--- config.mk ---
export PLATFORM = sky130hd
export DESIGN_NAME = mc_ctrl_fsm
export DESIGN_NICKNAME = d
export VERILOG_FILES = /design/src/rtl/mc_pkg.sv /design/src/rtl/mc_ctrl_decode.sv /design/src/rtl/mc_ctrl_fsm.sv
export SDC_FILE = /design/constraint.sdc
export NUM_CORES = 1
export LEC_CHECK = 0
export BUFFER_PORTS_ARGS = -buffer_cell sky130_fd_sc_hd__clkbuf_2
export CORE_ASPECT_RATIO = 1.2
export CORE_MARGIN = 2
export CORE_UTILIZATION = 30
export DETAILED_ROUTE_END_ITERATION = 10
export PLACE_DENSITY = 0.54
export SYNTH_ARGS = -nofsm -noshare
export SYNTH_HDL_FRONTEND = slang
export SYNTH_SLANG_ARGS = --single-unit
--- constraint.sdc ---
create_clock -name clk -period 2.6 [get_ports clk]
set_clock_uncertainty 0.05 [all_clocks]
set_input_delay 0.26 -clock clk [delete_from_list [all_inputs] [get_ports clk]]
set_output_delay 0.26 -clock clk [all_outputs]
set_load 0.01 [all_outputs]
--- src/rtl/mc_pkg.sv ---
// Shared definitions for the multicycle control FSM: opcodes, state encoding,
// ALU B-select and ALU operation codes, and the packed control word.
package mc_pkg;

  localparam int OPW    = 4;
  localparam int ALUOPW = 3;

  localparam logic [OPW-1:0] OP_LOAD  = 4'b0000;
  localparam logic [OPW-1:0] OP_STOP  = 4'b0001;
  localparam logic [OPW-1:0] OP_STORE = 4'b0010;
  localparam logic [OPW-1:0] OP_ADD   = 4'b0100;
  localparam logic [OPW-1:0] OP_SUB   = 4'b0110;
  localparam logic [OPW-1:0] OP_NAND  = 4'b1000;
  localparam logic [OPW-1:0] OP_ORI   = 4'b0111;
  localparam logic [OPW-1:0] OP_SHL   = 4'b1001;
  localparam logic [OPW-1:0] OP_BZ    = 4'b0101;
  localparam logic [OPW-1:0] OP_BNZ   = 4'b1101;
  localparam logic [OPW-1:0] OP_BPZ   = 4'b1011;

  localparam logic [2:0] ALUB_OPB  = 3'b000;
  localparam logic [2:0] ALUB_ONE  = 3'b001;
  localparam logic [2:0] ALUB_IMM4 = 3'b010;
  localparam logic [2:0] ALUB_IMM5 = 3'b011;
  localparam logic [2:0] ALUB_IMM3 = 3'b100;

  localparam logic [ALUOPW-1:0] ALU_ADD  = 3'b000;
  localparam logic [ALUOPW-1:0] ALU_SUB  = 3'b001;
  localparam logic [ALUOPW-1:0] ALU_NAND = 3'b010;
  localparam logic [ALUOPW-1:0] ALU_OR   = 3'b011;
  localparam logic [ALUOPW-1:0] ALU_SHL  = 3'b100;

  typedef enum logic [2:0] {
    S_FETCH  = 3'd0,
    S_DECODE = 3'd1,
    S_EXEC   = 3'd2,
    S_WB     = 3'd3,
    S_MEM    = 3'd4,
    S_MEMWB  = 3'd5,
    S_BRANCH = 3'd6,
    S_HALT   = 3'd7
  } state_t;

  typedef enum logic [2:0] {
    CL_NOP    = 3'd0,
    CL_ALU    = 3'd1,
    CL_MEM    = 3'd2,
    CL_BRANCH = 3'd3,
    CL_STOP   = 3'd4
  } op_class_t;

  typedef struct packed {
    logic              addr_sel;
    logic              ra_sel;
    logic              reg_in;
    logic              alu_a;
    logic [2:0]        alu_b;
    logic [ALUOPW-1:0] alu_op;
    logic              pc_write;
    logic              ir_write;
    logic              mem_read;
    logic              mem_write;
    logic              mdr_write;
    logic              rf_write;
    logic              flag_write;
    logic              halted;
  } ctrl_t;

  // Groups opcodes by the path they take out of DECODE.
  function automatic op_class_t op_class(input logic [OPW-1:0] op);
    op_class_t c;
    c = CL_NOP;
    case (op)
      OP_ADD, OP_SUB, OP_NAND, OP_ORI, OP_SHL: c = CL_ALU;
      OP_LOAD, OP_STORE:                       c = CL_MEM;
      OP_BZ, OP_BNZ, OP_BPZ:                   c = CL_BRANCH;
      OP_STOP:                                 c = CL_STOP;
      default:                                 c = CL_NOP;
    endcase
    return c;
  endfunction

endpackage

--- src/rtl/mc_ctrl_decode.sv ---
// Combinational map of {state, opcode, flags, mem_ready} to the datapath
// control word. Memory wait handling is compiled in with MC_MEMWAIT_EN.
module mc_ctrl_decode
  import mc_pkg::*;
(
  input  state_t         state,
  input  logic [OPW-1:0] opcode,
  input  logic           z_flag,
  input  logic           n_flag,
  input  logic           mem_ready,
  output ctrl_t          ctrl
);

  logic rdy;
  logic taken;

`ifdef MC_MEMWAIT_EN
  assign rdy = mem_ready;
`else
  logic unused_mem_ready;
  assign unused_mem_ready = mem_ready;
  assign rdy = 1'b1;
`endif

  always_comb begin
    taken = 1'b0;
    case (opcode)
      OP_BZ:   taken = z_flag;
      OP_BNZ:  taken = ~z_flag;
      OP_BPZ:  taken = ~n_flag;
      default: taken = 1'b0;
    endcase
  end

  // One-shot strobes into PC, IR, MDR and memory are qualified by rdy so a
  // stalled access holds its selects but fires its writes only once.
  always_comb begin
    ctrl = '0;
    case (state)
      S_FETCH: begin
        ctrl.mem_read = 1'b1;
        ctrl.ir_write = rdy;
        ctrl.alu_b    = ALUB_ONE;
        ctrl.alu_op   = ALU_ADD;
        ctrl.pc_write = rdy;
      end
      S_DECODE: begin
        ctrl.alu_b  = ALUB_IMM4;
        ctrl.alu_op = ALU_ADD;
      end
      S_EXEC: begin
        ctrl.alu_a      = 1'b1;
        ctrl.flag_write = 1'b1;
        case (opcode)
          OP_ADD:  begin ctrl.alu_b = ALUB_OPB;  ctrl.alu_op = ALU_ADD;  end
          OP_SUB:  begin ctrl.alu_b = ALUB_OPB;  ctrl.alu_op = ALU_SUB;  end
          OP_NAND: begin ctrl.alu_b = ALUB_OPB;  ctrl.alu_op = ALU_NAND; end
          OP_ORI:  begin
            ctrl.alu_b  = ALUB_IMM5;
            ctrl.alu_op = ALU_OR;
            ctrl.ra_sel = 1'b1;
          end
          OP_SHL:  begin ctrl.alu_b = ALUB_IMM3; ctrl.alu_op = ALU_SHL;  end
          default: begin ctrl.alu_b = ALUB_OPB;  ctrl.alu_op = ALU_ADD;  end
        endcase
      end
      S_WB: begin
        ctrl.rf_write = 1'b1;
        ctrl.ra_sel   = (opcode == OP_ORI);
      end
      S_MEM: begin
        ctrl.addr_sel = 1'b1;
        if (opcode == OP_LOAD) begin
          ctrl.mem_read  = 1'b1;
          ctrl.mdr_write = rdy;
        end else if (opcode == OP_STORE) begin
          ctrl.mem_write = rdy;
        end
      end
      S_MEMWB: begin
        ctrl.rf_write = 1'b1;
        ctrl.reg_in   = 1'b1;
      end
      S_BRANCH: ctrl.pc_write = taken;
      S_HALT:   ctrl.halted   = 1'b1;
      default:  ctrl = '0;
    endcase
  end

endmodule

--- src/rtl/mc_ctrl_fsm.sv ---
// Multicycle control FSM: state register, next-state logic and reset gating
// of the decoded control word. Define MC_MEMWAIT_EN for memory wait states.
module mc_ctrl_fsm
  import mc_pkg::*;
(
  input  logic              clk,
  input  logic              reset,
  input  logic [OPW-1:0]    opcode,
  input  logic              z_flag,
  input  logic              n_flag,
  input  logic              mem_ready,
  output logic              AddrSel,
  output logic              RASel,
  output logic              RegIn,
  output logic              ALUA,
  output logic [2:0]        ALUB,
  output logic [ALUOPW-1:0] ALUop,
  output logic              PCWrite,
  output logic              IRWrite,
  output logic              MemRead,
  output logic              MemWrite,
  output logic              MDRWrite,
  output logic              RFWrite,
  output logic              FlagWrite,
  output logic              halted,
  output logic [2:0]        state
);

  state_t state_q;
  ctrl_t  ctrl_dec;
  ctrl_t  ctrl;
  logic   rdy;

`ifdef MC_MEMWAIT_EN
  assign rdy = mem_ready;
`else
  assign rdy = 1'b1;
`endif

  always_ff @(posedge clk) begin
    if (reset) begin
      state_q <= S_FETCH;
    end else begin
      case (state_q)
        S_FETCH:  if (rdy) state_q <= S_DECODE;
        S_DECODE: begin
          case (op_class(opcode))
            CL_ALU:    state_q <= S_EXEC;
            CL_MEM:    state_q <= S_MEM;
            CL_BRANCH: state_q <= S_BRANCH;
            CL_STOP:   state_q <= S_HALT;
            default:   state_q <= S_FETCH;
          endcase
        end
        S_EXEC:   state_q <= S_WB;
        S_WB:     state_q <= S_FETCH;
        S_MEM: begin
          if (rdy) state_q <= (opcode == OP_LOAD) ? S_MEMWB : S_FETCH;
        end
        S_MEMWB:  state_q <= S_FETCH;
        S_BRANCH: state_q <= S_FETCH;
        S_HALT:   state_q <= S_HALT;
        default:  state_q <= S_FETCH;
      endcase
    end
  end

  mc_ctrl_decode u_decode (
    .state     (state_q),
    .opcode    (opcode),
    .z_flag    (z_flag),
    .n_flag    (n_flag),
    .mem_ready (mem_ready),
    .ctrl      (ctrl_dec)
  );

  // Reset forces a quiet control word immediately, so an aborted
  // instruction cannot write anything while reset is held.
  assign ctrl = reset ? '0 : ctrl_dec;

  assign AddrSel   = ctrl.addr_sel;
  assign RASel     = ctrl.ra_sel;
  assign RegIn     = ctrl.reg_in;
  assign ALUA      = ctrl.alu_a;
  assign ALUB      = ctrl.alu_b;
  assign ALUop     = ctrl.alu_op;
  assign PCWrite   = ctrl.pc_write;
  assign IRWrite   = ctrl.ir_write;
  assign MemRead   = ctrl.mem_read;
  assign MemWrite  = ctrl.mem_write;
  assign MDRWrite  = ctrl.mdr_write;
  assign RFWrite   = ctrl.rf_write;
  assign FlagWrite = ctrl.flag_write;
  assign halted    = ctrl.halted;
  assign state     = state_q;

endmodule

==> impl_metrics.ini, run 1 <==
[power]
cellPowerDensity_nw_per_um2 = 473
ir_worst_vdd_uv = 282
power_uw = 309
p_leak_nw = 0.301

[grt]
grt_use_total = 0.125
grt_max_degree = 16
grt_pass1_vias = 503
antenna_found_initial = 0
overflow = 0
grt_pass1_wl_mm = 2.06

[critical_path]
cp.arrival_ns = 1.69
cp.buffers_inverters = 1
slowest_stage = dfxtp_1
crit_chain = nand2_2 > or2_4 > nor3_1 > clkbuf_2
path_delay_family = flip-flops
path_class = reg2out
cp.required_ns = 2.29
endpoint_kind = primary output
critPathLaunchType = flip-flop
crit_fanout = 15
cpPeakStageDelay_ns = 0.66

[timing]
max_slew.worst_pin.slew_ns = 0.579
setup_viol = 0
fmax_ghz = 0.501
fin_crit_ns = 2.00
rsz0062_at_grt = false
relSlewSlack = 0.613
holdWs_ns = 0.336
setup_tns_ns = 0
finalCritPeriodShare = 0.768
drv_slew = 0
hold_violations = 0

[routing]
drc = 0
vias = 548
avgViaCountPerCell = 4.81
drt.antenna.violating_nets = 0
drt-total-wl_mm = 1.24
dr.pass1.iters = 3
wl_per_cell_um = 10.9
drt_iter0_drc = 7

[clock_tree]
cts_resized = 0
cts_hold_buf = 0
clkLatencyLatePin_ns = 0.23
path_clk_slew_ns = 0.04
cts_tree = yes
htreeDepth = 1
clock_path_buffers = 2
cts_setup_buffers = 0
cts_sinks = 3
cts-root-buf = clkbuf_4
cts_buffers = 3

[synthesis]
synth-seq-area-share = 0.115
synth.yosys.warnings = 0
synth_area_um2 = 522
syn-num-nets = 80
synth_cell_types = 34
syn_avg_cell_area_um2 = 7.35
syn_inst = 71
ys_ff_latch = 3

[floorplan]
rows = 16
dieArea_um2 = 2090
die_x_um = 42.1
start_util = 0.318
core_area_um2 = 1640
fp.dieH_um = 49.7
pin_count = 30

[placement]
numPortBuffers = 28
dpl.hpwl_um = 952
gp_congestion = 0.710

[run]
maxCapViolations = 0

[cells_and_area]
diodes = 0
drive_gt1_frac = 0.417
area_growth_pct = 25.2
largest_register_ffs = 3
fin_util = 0.398
fin_nets = 106

[worst_hold_path]
hold_path.class = in2reg

[run_status]
status = complete, no violations
==> stage by stage <==
step	area [um2]	cells	setup WS [ns]
floorplan	522	71	0.826
global placement	627	110	0.868
detailed placement	627	110	0.827
CTS	653	114	0.588
global route	653	114	0.469
finish	653	114	0.604
==> cell usage after synthesis <==
master | number | area share
xnor2_1 | 3 | 0.050
nand2_1 | 4 | 0.029
nand2b_4 | 1 | 0.026
nor3_1 | 3 | 0.029
inv_1 | 4 | 0.029
and3_1 | 1 | 0.012
nand3_4 | 1 | 0.034
or2_4 | 1 | 0.017
a32oi_1 | 1 | 0.017
o211ai_1 | 1 | 0.014
a2111oi_4 | 1 | 0.053
nor3b_1 | 3 | 0.043
dfxtp_1 | 3 | 0.12
o2111ai_1 | 1 | 0.017
buf_4 | 4 | 0.058
or2_1 | 2 | 0.024
nand3_1 | 1 | 0.0096
buf_6 | 2 | 0.043
buf_2 | 1 | 0.0096
nand2b_1 | 4 | 0.048
nor2b_1 | 1 | 0.012
nor3_2 | 1 | 0.019
a21oi_1 | 5 | 0.048
inv_2 | 1 | 0.0072
nand2_2 | 1 | 0.012
xor2_1 | 1 | 0.017
a311oi_1 | 1 | 0.017
o21a_1 | 1 | 0.014
nor2_4 | 1 | 0.022
nor2b_4 | 1 | 0.026
o32ai_1 | 1 | 0.017
nor2_1 | 10 | 0.072
nor4_1 | 1 | 0.012
o21ai_1 | 3 | 0.029
==> per-layer routing <==
layer	wire length [um]	vias to the layer above	track usage	part of all wire
li1	-	295	-	-
met1	598	235	0.154	0.48
met2	576	18	0.203	0.46
met3	68	0	0.0476	0.055
met4	0	0	0.0313	0
met5	0	-	0	0
==> cells by family (layout without fill, tap and decap cells) <==
group | after synthesis | in the layout | synth area share
and+or+nand+nor | 37 | 37 | 0.446
AOI/OAI and AO/OA | 15 | 15 | 0.225
buffers and inverters | 12 | 37 | 0.146
xor gates and xnor gates | 4 | 4 | 0.0672
DFF | 3 | 3 | 0.115
==> cell usage in the layout, fill, tap and decap left out <==
master / instances
a2111oi_4: 1
a21oi_1: 5
a311oi_1: 1
a32oi_1: 1
and3_1: 1
clkbuf_1: 1
clkbuf_2: 28
clkbuf_4: 3
dfxtp_1: 3
inv_1: 4
inv_2: 1
nand2_1: 4
nand2_2: 1
nand2b_1: 4
nand2b_4: 1
nand3_1: 1
nand3_4: 1
nor2_1: 10
nor2_4: 1
nor2b_1: 1
nor2b_4: 1
nor3_1: 3
nor3_2: 1
nor3b_1: 3
nor4_1: 1
o2111ai_1: 1
o211ai_1: 1
o21a_1: 1
o21ai_1: 3
o32ai_1: 1
or2_1: 2
or2_4: 1
xnor2_1: 3
xor2_1: 1
==> cell type report <==
cell class | count | area, um2
inverters | 5 | 18.8
clock buffers | 4 | 26.3
fillers | 185 | 988
multi-input cells | 56 | 385
repair buffers | 28 | 140
well taps | 18 | 22.5
flip-flops and latches | 3 | 60.1
==> final timing paths <==
path                   end     start  depth (start not counted)  slack, ns
setup / recovery  ALUop[2]  state[1]                          4       0.60
hold / removal    state[0]     reset                          2       0.34
hold reg to reg   state[1]  state[1]                          2       0.74
setup reg to reg  state[0]  state[1]                          4       1.23
==> report_power, final <==
group | switching [mW] | internal (mW)
clock | 0.0243 | 0.0575
sequential | 0.0365 | 0.0544
combinational | 0.0689 | 0.0670
total | 0.130 | 0.179
No activity file was read; power rests on OpenSTA's default activity.
==> run 2, diff against run 1 <==
--- a/config.mk
+++ b/config.mk
@@ -10,7 +10,7 @@
 export CORE_MARGIN = 2
 export CORE_UTILIZATION = 30
 export DETAILED_ROUTE_END_ITERATION = 10
-export PLACE_DENSITY = 0.54
+export PLACE_DENSITY = 0.57
 export SYNTH_ARGS = -nofsm -noshare
 export SYNTH_HDL_FRONTEND = slang
 export SYNTH_SLANG_ARGS = --single-unit
==> constraint.sdc (replaced) <==
create_clock -name clk -period 1.64 [get_ports clk]
set_clock_uncertainty 0.05 [all_clocks]
set_input_delay 0.164 -clock clk [delete_from_list [all_inputs] [get_ports clk]]
set_output_delay 0.164 -clock clk [all_outputs]
set_load 0.01 [all_outputs]
==> run 2 against run 1 <==
  * First-iteration DRC count grew 43%
  * Non-clock buffer count up 5
  * Via count is 4.9% higher
  * Setup slack worse by 0.54 ns
  * Register-to-register slack worse by 0.78 ns
  * Critical path depth up 1
==> impl_metrics.ini, run 2 (synthesis results as in run 1) <==
[critical_path]
path_delay_family = simple AND/OR/NAND/NOR gates
crit_fanout = 4
cp.buffers_inverters = 1
slowest_stage = dfxtp_4
endpoint_kind = primary output
crit_chain = nor2_4 > nand2_2 > or2_4 > nor3_4 > clkbuf_2
critPathLaunchType = flip-flop
cpPeakStageDelay_ns = 0.36
cp.arrival_ns = 1.36
cp.required_ns = 1.43
path_class = reg2out
rrSetupSlack_ns = 0.45

[cells_and_area]
diodes = 0
fin_nets = 111
final_common_cell = clkbuf_2
design_area_um2 = 718
final_cell_mix = 28 x clkbuf_2, 10 x nor2_1, 5 x a21oi_1
drive_gt1_frac = 0.485
area_growth_pct = 37.7
fin_util = 0.438
largest_register_ffs = 3

[floorplan]
rows = 16
fp.dieH_um = 49.7
start_util = 0.318
die_x_um = 42.1
core_area_um2 = 1640
dieArea_um2 = 2090
pin_count = 30

[grt]
grt_pass1_wl_mm = 2.03
grt_max_degree = 13
grt_pass1_vias = 483
overflow = 0
grt_use_total = 0.124
antenna_found_initial = 0

[clock_tree]
cts_tree = yes
cts_buffers = 3
cts-root-buf = clkbuf_4
cts_hold_buf = 0
clkLatencyLatePin_ns = 0.23
cts_sinks = 3
clock_path_buffers = 2
path_clk_slew_ns = 0.04
htreeDepth = 1

[timing]
rsz0062_at_grt = false
hold_violations = 0
setup_viol = 0
drv_slew = 0
fin_crit_ns = 1.57
relSlewSlack = 0.827
setup_tns_ns = 0
max_slew.worst_pin.slew_ns = 0.260
finalCritPeriodShare = 0.960
fmax_ghz = 0.635

[routing]
drc = 0
vias = 575
dr.pass1.iters = 4
wl_per_cell_um = 10.5
drt-total-wl_mm = 1.26
avgViaCountPerCell = 4.83
drt.antenna.violating_nets = 0
drt_iter0_drc = 10

[placement]
dpl.hpwl_mm = 1.04
numPortBuffers = 28
gp_congestion = 0.732
placed_area_um2 = 662

[power]
ir_worst_vdd_uv = 269
cellPowerDensity_nw_per_um2 = 734
p_leak_nw = 0.336

[run]
maxCapViolations = 0

[run_status]
status = complete, no violations

[worst_hold_path]
hold_path.class = in2reg
run 2: changes by cell type in the layout (fill, tap and decap cells not counted), sizes merged:
cell,change
buf,+5
run 2: report_power, final:
part           internal (mW)  switching (mW)
Combinational          0.130           0.143
Clock                 0.0912          0.0379
Sequential            0.0887          0.0365
Total                  0.310           0.217
run 2: final cells by class:
cell class / instances / area, um2
Clock buffer: 4 / 26.3
Multi-Input combinational cell: 56 / 403
Timing Repair Buffer: 33 / 181
Fill cell: 192 / 923
Sequential cell: 3 / 66.3
Tap cell: 18 / 22.5
Inverter: 5 / 18.8
run 2: layer usage:
metal	up-vias	wire length [um]	GRT usage	share of wire
met4	0	0	0.0625	0
li1	304	-	-	-
met5	-	0	0	0
met1	256	571	0.168	0.45
met2	15	628	0.195	0.50
met3	0	54	0.0110	0.043
run 2: metrics by stage:
stage | hold slack [ns] | power, mW | cells | setup WS (ns)
floorplan | 0.324 | 0.306 | 71 | 0.0812
global placement | 0.538 | 0.382 | 114 | 0.198
detailed placement | 0.542 | 0.385 | 114 | 0.177
CTS | 0.289 | 0.524 | 118 | 0.00912
global route | 0.317 | 0.571 | 119 | 0.00478
finish | 0.295 | 0.527 | 119 | 0.0663
run 2: what timing repair did:
item	CTS	global route
resized for setup	4	3
endpoints found under the setup margin	5	7
pin swaps	1	1
setup buffers	0	1
run 2: path summary, 6_finish.rpt:
path | from | to | cells after the start
worst max-delay path | state[2] | ALUop[2] | 5
worst min-delay path | reset | state[0] | 3
worst max register to register | state[2] | state[0] | 5
worst min register to register | state[2] | state[2] | 3
run 2: worst register-to-register path, delay by kind of cell, from the launching register on:
family / cells / cell delay [ns]
flip-flops: 1 / 0.36
XOR/XNOR: 1 / 0.12
AO/OA/AOI/OAI: 2 / 0.24
buffers and inverters: 2 / 0.30
==> run 3, diff against run 2 <==
--- a/config.mk
+++ b/config.mk
@@ -10,7 +10,7 @@
 export CORE_MARGIN = 2
 export CORE_UTILIZATION = 30
 export DETAILED_ROUTE_END_ITERATION = 10
-export PLACE_DENSITY = 0.57
+export PLACE_DENSITY = 0.7
 export SYNTH_ARGS = -nofsm -noshare
 export SYNTH_HDL_FRONTEND = slang
 export SYNTH_SLANG_ARGS = --single-unit
==> run 3 against run 2 <==
  * Count of clock-buffer cells in the layout unchanged
  * Critical path depth unchanged
  * Routed wire length increased by 5.2%
  * Critical path type unchanged
  * Sequential cell count unchanged
  * Fmax decreased by 0.26%
  * Critical endpoint unchanged
  * Power decreased by 0.90%
  * Final area decreased by 1.4%
  * Die area unchanged
==> impl_metrics.ini, run 3 (synthesis results as in run 1) <==
[critical_path]
crit_fanout = 6
path_class = reg2out
r2r-end = state[1]
r2r_cells = 4
critPathLaunchType = flip-flop
cp.required_ns = 1.43
endpoint_kind = primary output
rrSetupSlack_ns = 0.41
r2r-start = state[1]
cp.arrival_ns = 1.36

[placement]
gp_congestion = 0.824
numPortBuffers = 28
pre_cts_slack_ns = 0.149
dpl.hpwl_mm = 1.04
place_inst = 113
placed_area_um2 = 654

[clock_tree]
clock_path_buffers = 2
htreeDepth = 1
cts_tree = yes
clkLatencyLatePin_ns = 0.23
path_clk_slew_ns = 0.04
cts-root-buf = clkbuf_4
cts_buffers = 3
cts_sinks = 3
cts_hold_buf = 0

[routing]
drc = 0
avgViaCountPerCell = 4.94
drt-total-wl_mm = 1.32
drt_iter0_drc = 7
vias = 593
drt.antenna.violating_nets = 0
dr.pass1.iters = 4
wl_per_cell_um = 11.0

[power]
pwr-share-comb = 0.538
p_int_uw = 308
switching_share = 0.411
pwr-share-seq = 0.215
ir_worst_vdd_uv = 370
power.switching_uw = 215
cellPowerDensity_nw_per_um2 = 738
clkPwrFrac = 0.247
p_leak_nw = 0.334

[timing]
hold_violations = 0
drv_slew = 0
fin_ws_ns = 0.0623
fin_crit_ns = 1.58
relSlewSlack = 0.815
max_slew.worst_pin.slew_ns = 0.277
finalCritPeriodShare = 0.962
holdWs_ns = 0.265
fmax_ghz = 0.634
setup_viol = 0

[cells_and_area]
diodes = 0
drive_gt1_frac = 0.480
stdcell_count = 120
design_area_um2 = 708
fin_nets = 112
n_fill_cell = 173
area_growth_pct = 35.7
final_common_cell = clkbuf_2
fin_util = 0.431
final_cell_mix = 28 x clkbuf_2, 10 x nor2_1, 6 x buf_4
largest_register_ffs = 3

[floorplan]
pin_count = 30
dieArea_um2 = 2090
fp.dieH_um = 49.7
start_util = 0.318
core_area_um2 = 1640
rows = 16
die_x_um = 42.1

[grt]
overflow = 0
grt_pass1_wl_mm = 2.17
grt_use_total = 0.129
grt_max_degree = 11
antenna_found_initial = 0
grt_pass1_vias = 492

[run]
maxCapViolations = 0

[worst_hold_path]
min_from = reset
min_to = state[0]
hold_path.class = in2reg
whs_path_depth = 2

[run_status]
status = complete, no violations
run 3: worst max path at each step:
| stage | from | endpoint | slack, ns |
|---|---|---|---|
| finish | state[2] | ALUop[2] | 0.06 |
| global route | state[2] | ALUop[0] | -0.0007 |
| global placement | state[2] | MemWrite | 0.15 |
| detailed placement | state[2] | ALUB[2] | 0.15 |
| CTS | state[2] | ALUB[2] | 0.004 |
| floorplan | state[2] | ALUop[2] | 0.08 |
run 3: what timing repair did:
action | CTS | global route
endpoints found under the hold margin | 0 | 0
setup buffers | 0 | 3
setup endpoints to repair | 6 | 6
pin swaps | 0 | 1
gates resized for setup | 2 | 1
run 3: per-layer routing:
metal | GRT usage | up-vias | routed length (um)
met2 | 0.216 | 21 | 629
met3 | 0.0330 | 0 | 52
li1 | - | 306 | -
met4 | 0.0156 | 0 | 0
met1 | 0.172 | 266 | 637
met5 | 0 | - | 0
run 3: cell type report:
class,count,area (um2),share of cell area
Multi-Input combinational cell,56,390,0.551
Timing Repair Buffer,34,185,0.261
Sequential cell,3,65.1,0.0919
Clock buffer,4,26.3,0.0371
Tap cell,18,22.5,0.0318
Inverter,5,18.8,0.0265
run 3: stage by stage:
stage	TNS, ns	power, mW
detailed placement	0	0.384
floorplan	0	0.306
CTS	0	0.514
finish	0	0.523
global placement	0	0.380
global route	-0.000707	0.572
run 3: power by group through the flow:
stage / registers, mW / clock network [mW] / logic (mW)
4_1_cts: 0.113 / 0.129 / 0.272
3_3_place_gp: 0.114 / 0 / 0.266
6_report: 0.113 / 0.129 / 0.281
3_5_place_dp: 0.114 / 0 / 0.270
2_1_floorplan: 0.110 / 0 / 0.195
5_1_grt: 0.116 / 0.145 / 0.311
run 3: worst max-delay path, cell delays in order (launching register included):
cell and delay [ns]:
dfxtp_4 0.37, nor2_4 0.11, nand2_2 0.06, or2_4 0.25, nor3_2 0.19, clkbuf_2 0.16
